`config.mk`:
```
export PLATFORM = sky130hd
export DESIGN_NAME = epmp_mar_seq_flat
export DESIGN_NICKNAME = d
export VERILOG_FILES = /design/src/rtl/epmp_pkg.sv /design/src/rtl/epmp_mar_seq_if.sv /design/src/rtl/epmp_addr_step.sv /design/src/rtl/epmp_mar_seq.sv /design/src/flat_wrapper.sv
export SDC_FILE = /design/constraint.sdc
export NUM_CORES = 1
export LEC_CHECK = 0
export CORE_ASPECT_RATIO = 1.1
export CORE_MARGIN = 1.5
export CORE_UTILIZATION = 47
export CTS_BUF_LIST = sky130_fd_sc_hd__clkbuf_4 sky130_fd_sc_hd__clkbuf_8
export DETAILED_ROUTE_END_ITERATION = 12
export PLACE_DENSITY = 0.9
export SLEW_MARGIN = 25
export SYNTH_ARGS = -nofsm -noshare
export SYNTH_HDL_FRONTEND = slang
export SYNTH_SLANG_ARGS = --single-unit
```
`constraint.sdc`:
```
create_clock -name clk -period 2.86 [get_ports clk]
set_input_delay 0.429 -clock clk [delete_from_list [all_inputs] [get_ports clk]]
set_output_delay 0.429 -clock clk [all_outputs]
set_load 0.05 [all_outputs]
```
`src/rtl/epmp_pkg.sv`:
```
// rtl/epmp_pkg.sv - shared types and constants for the EPMP memory address register
package epmp_pkg;

    typedef enum logic [1:0] {
        IDLE  = 2'd0,
        BURST = 2'd1,
        DONE  = 2'd2
    } state_t;

    localparam logic DIR_UP   = 1'b0;
    localparam logic DIR_DOWN = 1'b1;

endpackage

```
`src/rtl/epmp_mar_seq_if.sv`:
```
// rtl/epmp_mar_seq_if.sv - memory-side address handshake channel
interface epmp_mar_seq_if #(
    parameter int AW = 16
);
    logic [AW-1:0] a;
    logic          a_valid;
    logic          a_ready;

    modport master (output a, output a_valid, input a_ready);
    modport slave  (input a, input a_valid, output a_ready);
endinterface

```
`src/rtl/epmp_addr_step.sv`:
```
// rtl/epmp_addr_step.sv - one-step up/down address increment with optional page wrap
module epmp_addr_step
    import epmp_pkg::*;
#(
    parameter int AW        = 16,
    parameter int PAGE_BITS = 8
) (
    input  logic [AW-1:0] i_a,
    input  logic          i_dir,
    input  logic          i_page_wrap,
    output logic [AW-1:0] o_next,
    output logic          o_wrap
);

    // Mask of the low field that counts in page mode; built one bit wider so PAGE_BITS == AW is legal.
    localparam logic [AW:0]   PAGE_MASK_W = ({{AW{1'b0}}, 1'b1} << PAGE_BITS) - {{AW{1'b0}}, 1'b1};
    localparam logic [AW-1:0] PAGE_MASK   = PAGE_MASK_W[AW-1:0];

    logic [AW-1:0] w_full_next;
    logic [AW-1:0] w_mask;

    always_comb begin
        w_mask      = i_page_wrap ? PAGE_MASK : {AW{1'b1}};
        w_full_next = (i_dir == DIR_DOWN) ? (i_a - {{(AW-1){1'b0}}, 1'b1})
                                          : (i_a + {{(AW-1){1'b0}}, 1'b1});
        o_next      = (i_a & ~w_mask) | (w_full_next & w_mask);
        if (i_dir == DIR_DOWN) begin
            o_wrap = ((i_a & w_mask) == {AW{1'b0}});
        end else begin
            o_wrap = ((i_a & w_mask) == w_mask);
        end
    end

endmodule

```
`src/rtl/epmp_mar_seq.sv`:
```
// rtl/epmp_mar_seq.sv - byte-loadable address register with single-step and burst sequencing
module epmp_mar_seq
    import epmp_pkg::*;
#(
    parameter int AW        = 16,
    parameter int CW        = 8,
    parameter int PAGE_BITS = 8
) (
    input  logic            clk,
    input  logic            rst_n,
    input  logic [AW-1:0]   i_ib,
    input  logic [AW/8-1:0] i_be,
    input  logic            i_ld,
    input  logic            i_inc,
    input  logic            i_dec,
    input  logic            i_page_wrap,
    input  logic            i_burst_start,
    input  logic [CW-1:0]   i_burst_len,
    input  logic            i_burst_dir,
    input  logic            i_burst_abort,
    epmp_mar_seq_if.master  mem,
    output logic            o_busy,
    output logic            o_done,
    output logic            o_carry
);

    state_t        r_state;
    state_t        w_next_state;
    logic [AW-1:0] r_a;
    logic [CW-1:0] r_rem;
    logic          r_dir;
    logic          r_carry;

    logic          w_idle;
    logic          w_hs;
    logic          w_abort;
    logic          w_step_en;
    logic          w_step_dir;
    logic [AW-1:0] w_step_next;
    logic          w_step_wrap;
    logic [AW-1:0] w_ld_val;

    assign w_idle  = (r_state == IDLE);
    assign w_abort = i_burst_abort && !w_idle;
    assign w_hs    = (r_state == BURST) && mem.a_ready;

    // In IDLE the step comes from inc/dec (both together cancel); in BURST only an accepted address steps.
    assign w_step_en  = w_idle ? (!i_ld && (i_inc ^ i_dec)) : (w_hs && !w_abort);
    assign w_step_dir = w_idle ? (i_dec ? DIR_DOWN : DIR_UP) : r_dir;

    epmp_addr_step #(
        .AW        (AW),
        .PAGE_BITS (PAGE_BITS)
    ) u_step (
        .i_a         (r_a),
        .i_dir       (w_step_dir),
        .i_page_wrap (i_page_wrap),
        .o_next      (w_step_next),
        .o_wrap      (w_step_wrap)
    );

    always_comb begin
        w_ld_val = r_a;
        for (int k = 0; k < AW/8; k++) begin
            if (i_be[k]) begin
                w_ld_val[8*k +: 8] = i_ib[8*k +: 8];
            end
        end
    end

    always_ff @(posedge clk or negedge rst_n) begin
        if (!rst_n) begin
            r_state <= IDLE;
        end else begin
            r_state <= w_next_state;
        end
    end

    always_comb begin
        w_next_state = r_state;
        case (r_state)
            IDLE: begin
                if (i_burst_start) begin
                    w_next_state = (i_burst_len == '0) ? DONE : BURST;
                end
            end
            BURST: begin
                if (i_burst_abort) begin
                    w_next_state = IDLE;
                end else if (w_hs && (r_rem == CW'(1))) begin
                    w_next_state = DONE;
                end
            end
            DONE:    w_next_state = IDLE;
            default: w_next_state = IDLE;
        endcase
    end

    always_comb begin
        mem.a       = r_a;
        mem.a_valid = (r_state == BURST);
        o_busy      = (r_state != IDLE);
        o_done      = (r_state == DONE);
        o_carry     = r_carry;
    end

    always_ff @(posedge clk or negedge rst_n) begin
        if (!rst_n) begin
            r_a     <= '0;
            r_rem   <= '0;
            r_dir   <= DIR_UP;
            r_carry <= 1'b0;
        end else begin
            r_carry <= w_step_en && w_step_wrap;
            if (w_idle && i_ld) begin
                r_a <= w_ld_val;
            end else if (w_step_en) begin
                r_a <= w_step_next;
            end
            if (w_idle && i_burst_start) begin
                r_rem <= i_burst_len;
                r_dir <= i_burst_dir;
            end else if (w_abort) begin
                r_rem <= '0;
            end else if (w_hs) begin
                r_rem <= r_rem - CW'(1);
            end
        end
    end

endmodule

```
`src/flat_wrapper.sv`:
```
// flat-port wrapper written by rule: the top's interface ports become plain ports
module epmp_mar_seq_flat import epmp_pkg::*;
#(
    parameter int AW        = 16,
    parameter int CW        = 8,
    parameter int PAGE_BITS = 8
)
  (clk, rst_n, i_ib, i_be, i_ld, i_inc, i_dec, i_page_wrap, i_burst_start, i_burst_len, i_burst_dir, i_burst_abort, o_busy, o_done, o_carry, mem_a, mem_a_valid, mem_a_ready);
  epmp_mar_seq_if #(.AW(AW)) mem_i ();
  input  logic clk;
  input  logic rst_n;
  input  logic [AW-1:0] i_ib;
  input  logic [AW/8-1:0] i_be;
  input  logic i_ld;
  input  logic i_inc;
  input  logic i_dec;
  input  logic i_page_wrap;
  input  logic i_burst_start;
  input  logic [CW-1:0] i_burst_len;
  input  logic i_burst_dir;
  input  logic i_burst_abort;
  output logic o_busy;
  output logic o_done;
  output logic o_carry;
  output wire logic [$bits(mem_i.a)-1:0] mem_a;
  output wire logic [$bits(mem_i.a_valid)-1:0] mem_a_valid;
  input wire logic [$bits(mem_i.a_ready)-1:0] mem_a_ready;
  assign mem_a = mem_i.a;
  assign mem_a_valid = mem_i.a_valid;
  assign mem_i.a_ready = mem_a_ready;
  epmp_mar_seq #(.AW(AW), .CW(CW), .PAGE_BITS(PAGE_BITS)) u_core (.clk(clk), .rst_n(rst_n), .i_ib(i_ib), .i_be(i_be), .i_ld(i_ld), .i_inc(i_inc), .i_dec(i_dec), .i_page_wrap(i_page_wrap), .i_burst_start(i_burst_start), .i_burst_len(i_burst_len), .i_burst_dir(i_burst_dir), .i_burst_abort(i_burst_abort), .mem(mem_i), .o_busy(o_busy), .o_done(o_done), .o_carry(o_carry));
endmodule
```
Word-level counts from Yosys, hierarchy flattened
Index checks and enable logic that the tools add are counted.
Cells by class
  add/subtract/negate cells: 3
  equality and inequality tests: 8
  mux-type cells: 18
  bitwise gates (word level): 6
  reduce and logical (&&, ||, !) cells: 20
Operators by type and width (number)
  $mux 16: 4
  $and 16x16->16: 3
  $mux 8: 5
  $add 16x1->16 const B: 1
  $eq 16x16->1: 1
  $logic_not 16->1: 1
  $not 16->16: 1
  $or 16x16->16: 1
  $sub 16x1->16 const B: 1
  $eq 8x1->1 const B: 1
  $logic_and 1x1->1: 8
  $logic_not 8->1: 1
  $mux 2: 4
  $sub 8x1->8 const B: 1
  $ne 2x2->1 const B: 3
  $reduce_and 2->1: 3
  $mux 1: 4
  $pmux 2 s2: 1
  $reduce_bool 2->1: 2
  $logic_not 1->1: 3
  $ne 3x2->1 const B: 1
  $reduce_bool 3->1: 1
  $eq 2x1->1 const B: 1
  $eq 2x2->1 const B: 1
  other kinds (2): 2
Word-level totals
  register bits after elaboration: 28
  input port bits: 36
  output and inout port bits: 20
  word-level logic and storage cells: 61

Depth between registers and ports, before layout
Gate-level depths: netlist of the first run.
  depth after elaboration: 8
  gate-level depth with buffers: 13
  mapped depth without buffers: 12

Cells and area by module
A second synthesis of the first run with hierarchy kept.
Unflattened totals
  cells, all modules: 311
  area, all modules: 2607.5 µm²
Modules (own cells, without submodules)
  epmp_mar_seq: times used 1, cells an instance 156, area an instance 1541.5 µm², seq. area each 700.7 µm²
  epmp_addr_step: times used 1, cells an instance 155, area an instance 1066.0 µm², seq. area each 0.0 µm²

Least setup slack after synthesis of the first run
OpenSTA, ideal clock, no wires.
  kind: register -> register
  start point: reg u_core.r_state[0]
  end point: reg (tool-made name)
  library setup time: 0.126 ns
  arrival time: 3.147 ns
  data required time: 2.734 ns
  setup slack: -0.413 ns
  cell stages (with the launch flop): 14
  path buffers: 1
  period minus slack after synthesis: 3.273 ns
  cell sequence: dfrtp_1 -> nor2_4 -> inv_2 -> mux2i_1 -> inv_1 -> ha_1 -> clkbuf_1 -> nand4_1 -> or4_1 -> a21oi_1 -> nor3_1 -> xnor2_1 -> o21ai_1 -> a221o_1
RTL lines
  start: declaration: line epmp_mar_seq.sv:27  | state_t r_state;
  start signal: assignment: line epmp_mar_seq.sv:75  | r_state <= w_next_state;

==> results of run 1 <==
cells in the final DEF, fill, tap and decap left out, types with 10 or more instances in the layout:
cell type	instances
nor2_1	28
buf_4	42
o21ai_0	10
clkdlybuf4s50_1	55
nand2_1	43
ha_1	14
dfrtp_1	28
a21oi_1	38
a31oi_1	12
cell type report:
class                      instances  share of cell area, %
multi-input combinational        250                  48.76
clock buffer                       4                  1.625
timing repair buffer              97                  25.56
sequential                        28                  20.69
tap                               56                  2.069
inverter                           9                  1.293
worst paths after layout:
check	from	to	slack, ns	cells past startpoint
max	u_core.r_state[0]	register	0.0006	12
min	rst_n	u_core.r_rem[2]	0.51	2
max reg2reg	u_core.r_state[0]	register	0.0006	12
min reg2reg	u_core.r_rem[7]	u_core.r_rem[7]	0.59	2
max in group asynchronous	rst_n	u_core.mem.a[5]	2.07	2
min in group clk	u_core.r_rem[7]	u_core.r_rem[7]	0.59	2
synth_stat cells (all sizes together), types with 4 or more instances:
master / instances / share of area, %
dfrtp: 28 / 30
clkbuf: 5 / 0.80
nand4: 7 / 1.9
inv: 9 / 1.4
xor2: 7 / 2.6
ha: 18 / 9.6
o211ai: 6 / 1.9
nor4: 5 / 1.3
xnor2: 5 / 1.9
a21oi: 39 / 8.4
a31oi: 12 / 3.2
nand2: 45 / 7.7
o21ai: 14 / 3.0
nor2: 29 / 5.0
nand3: 7 / 1.5
nor3: 6 / 1.3
and2: 4 / 1.1
and3: 5 / 1.3
per-stage QoR:
stage               hold slack [ns]  std cells  worst slack, ns
floorplan                    0.1334        295          0.01077
global placement             0.5458        437          -0.2360
detailed placement           0.5636        437          -0.2336
CTS                          0.5305        441         0.004572
global route                 0.5403        444         -0.09781
finish                       0.5102        444        0.0006453
layer usage:
layer	wire (um)	vias up	global-route usage [%]
li1	-	1275	-
met2	3787	137	46.98
met4	148	0	10.58
met5	0	-	0
met3	482	22	2.891
met1	3137	1305	34.59
logic make-up after synthesis:
logic type                 synth area share (%)
adders and majority gates                 10.50
muxes                                     1.768
DFF                                       29.99
buffers and inverters                     3.428
and+or+nand+nor                           25.71
xor gates and xnor gates                  4.499
AOI/OAI and AO/OA                         24.10
timing repair:
action                     4_1_cts  5_1_grt
cloned                           0        0
buffers inserted                 0        3
resized for setup                2       12
setup endpoints to repair        1        8
pin swaps                        1        9
worst max-delay path, cell delays in order (launching register included):
cell,delay (ns)
dfrtp_1,0.43
nor2_4,0.18
inv_6,0.06
mux2i_4,0.22
inv_6,0.13
ha_1,0.31
nand2_1,0.07
or4_1,0.53
a21oi_1,0.13
nor3_1,0.08
xnor2_1,0.24
o21ai_1,0.10
a221o_1,0.29
==> metrics, run 1 <==
Fmax achieved=349.7 MHz; Cell Rows=26; Total GRT Usage=27.24%; Clock Sinks=28; dpl cell area=3236 um^2; pin count of the biggest net entering global routing=29; Die H=76.94 um; final WL=7.556 mm; finished layout cell area=3387 um^2; antenna cells=0; RD Place Congestion=0.9491; antenna violations before repair=0; Critical Path Start Type=register; vias in the first global route=2,626; Max Cap Viol=0; hold_buf cts=0; syn nets=350; CTS buffer count=3; final clock skew=0.005776 ns; DR WL/cell=17.02 um; Final Core Density=71.80%; fin. max-slew vios=0; critical path class=reg -> reg; Main synth FF type=dfrtp_1; final net count=444; core footprint=4717 um^2; top-level I/O count=56; Avg Cell Area, Syn=7.919 um^2; drt drc=0; root buf cell=clkbuf_8; Final Cycle Share=99.98%; worst hold path class=in -> async; Worst EP required=3.05 ns; Syn-to-layout area delta=44.99%; Syn Inst Count=295; FFs w/ async S/R, synth=100.0%; Final Hold Viols=0; via/cell ratio=6.169; Distinct cells, synth=50; Clock Latency Late Sink=0.29 ns; drt initial violations=313; multi-input logic area=1652 um^2; arrival time at the worst endpoint=3.05 ns; Worst-Margin Slew=0.5719 ns; RSZ-0062 raised after global routing=yes; Post-synth EDFFs=0; vias post-DR=2,739; Mapped Area=2336 um^2; Setup Total Neg Slack=0 ns; initial core utilization=49.52%; layout cells sized above 1=16.49%; CTS tree=built; Clock Tree Buf Depth=2; antenna-violating nets left=0; dpl hpwl=5.584 mm; YS warnings=0; number of port buffers=55; register area share after synthesis=29.99%; H-tree levels=1; CP endpoint kind=register; DR pass1 iterations=5; die area=5403 um^2; global-route wire length before repair=12.01 mm; FF+latch area=700.7 um^2; Critical Path Fanout Max=16; Max-slew headroom=61.87%; die width=70.22 um; clk slew on worst S/H paths=0.11 ns; status=finished, final reports clean; gr ovfl total=0; synthesized flop and latch total=28; Tmin final=2.859 ns; Finish-stage setup viols=0; # fillers=329
Power of run 1 is left out: the tool's default activity adds up to more than one toggle a clock period on the data nets, which glitch-free logic cannot reach.
==> run 2, diff against run 1 <==
--- a/config.mk
+++ b/config.mk
@@ -10,7 +10,7 @@
 export CORE_UTILIZATION = 47
 export CTS_BUF_LIST = sky130_fd_sc_hd__clkbuf_4 sky130_fd_sc_hd__clkbuf_8
 export DETAILED_ROUTE_END_ITERATION = 12
-export PLACE_DENSITY = 0.9
+export PLACE_DENSITY = 0.82
 export SLEW_MARGIN = 25
 export SYNTH_ARGS = -nofsm -noshare
 export SYNTH_HDL_FRONTEND = slang
==> metrics, run 2 (synthesis gave the netlist of run 1 again) <==
status=complete, but fails checks; failing checks=setup timing; DR pass1 iterations=5; root buf cell=clkbuf_8; Worst Reg2Reg Path Length in Cells=12; setup slack, reg-to-reg=-0.02 ns; finished layout cell area=3368 um^2; Critical Path Start Type=register; critical path class=reg -> reg; Max Cap Viol=0; Clock Latency Late Sink=0.28 ns; layout cells sized above 1=15.98%; top-level I/O count=56; Syn-to-layout area delta=44.19%; CP cell instances=nor2_4, inv_6, mux2i_4, inv_6, ha_1, nand2_1, or4_1, a21oi_2, nor3_2, xnor2_1, o21ai_1, a221o_1; Fin Hold WS=0.5226 ns; dpl hpwl=5.558 mm; DR WL/cell=16.42 um; antenna-violating nets left=0; slowest CP cell=or4_1; die area=5403 um^2; final clock skew=0.002771 ns; Total GRT Usage=26.58%; H-tree levels=1; vias in the first global route=2,553; antenna cells=0; vias post-DR=2,692; drt drc=0; final WL=7.292 mm; Cell Rows=26; Clock Tree Buf Depth=2; most frequent cells in the layout=clkdlybuf4s50_1, nand2_1, buf_4, a21oi_1; hold_buf cts=0; core footprint=4717 um^2; slowest stage delay, CP=0.52 ns; FF+latch area=700.7 um^2; CTS tree=built; Final Hold Viols=0; die width=70.22 um; global-route wire length before repair=11.66 mm; RSZ-0062 raised after global routing=yes; multi-input logic area=1617 um^2; Worst EP required=3.03 ns; clk slew on worst S/H paths=0.10 ns; Die H=76.94 um; Clock Sinks=28; Tmin final=2.885 ns; RD Place Congestion=0.8801; Final Cycle Share=100.9%; number of port buffers=55; final net count=444; via/cell ratio=6.063; Critical Path Fanout Max=15; antenna violations before repair=0; CTS buffer count=3; arrival time at the worst endpoint=3.05 ns; dpl cell area=3228 um^2; Fmax achieved=346.7 MHz; # fillers=373; initial core utilization=49.52%; Worst-Margin Slew=0.5273 ns; Finish-stage setup viols=1; Setup Total Neg Slack=-0.02451 ns; fin. max-slew vios=0; CP dominant cell by count=inv_6; drt initial violations=214; final worst slack=-0.02451 ns; pin count of the biggest net entering global routing=29; gr ovfl total=0; Max-slew headroom=64.48%; most common cell after layout, fill and taps aside=clkdlybuf4s50_1; worst hold path class=in -> async; CP endpoint kind=register
[run 2: cell count changes in the layout (fill, tap and decap cells not counted)]
cell / before / now
clkbuf_8: 4 / 3
a21oi_1: 38 / 37
a2111oi_1: 1 / 0
o21ai_0: 10 / 11
nor3_2: 0 / 1
a21oi_2: 1 / 2
a2111oi_2: 0 / 1
o21ai_2: 1 / 0
ha_4: 4 / 1
xor2_1: 6 / 7
xor2_2: 1 / 0
ha_1: 14 / 17
nor3_1: 6 / 5
bufinv_16: 0 / 1
[run 2: worst paths after layout]
kind | from | endpoint
min reg2reg | u_core.r_dir | u_core.r_dir
max reg2reg | u_core.r_state[1] | register
min | rst_n | u_core.r_rem[0]
max | u_core.r_state[1] | register
min in group clk | u_core.r_dir | u_core.r_dir
max in group asynchronous | rst_n | u_core.r_rem[7]
[run 2: layer usage]
| metal | global-route usage, % | up-vias | routed length [um] |
|---|---|---|---|
| met4 | 8.077 | 0 | 138 |
| met3 | 3.942 | 22 | 433 |
| met1 | 32.40 | 1252 | 3077 |
| met5 | 0 | - | 0 |
| li1 | - | 1282 | - |
| met2 | 47.74 | 136 | 3642 |
[run 2: metrics by stage]
step,setup slack (ns),instances,utilization (%)
after global placement,-0.2312,436,68.44
after global routing,-0.1382,444,71.41
final,-0.02451,444,71.41
after floorplan,0.01077,295,-
after CTS,-0.02560,440,69.97
after detailed placement,-0.3146,436,68.44
[run 2: final cells by class]
cell class,instances,area share (%)
Multi-Input combinational cell,250,47.99
Clock inverter,1,0.8915
Tap cell,56,2.080
Inverter,9,1.300
Sequential cell,28,20.80
Timing Repair Buffer,97,25.71
Clock buffer,3,1.226
[run 2: critical path: cells and delay by family, from the launching register on]
family,cells,cell delay (ns)
AOI/OAI and AO/OA,3,0.54
buffers and inverters,2,0.18
xor gates and xnor gates,1,0.25
adders and majority gates,1,0.33
muxes,1,0.23
and+or+nand+nor,4,0.82
DFF,1,0.42
[run 2: repair_timing]
action,CTS,global route
buffers inserted,0,4
setup endpoints to repair,3,8
gates resized for setup,1,10
pin swaps,2,5
Power of run 2 is left out for the same reason.
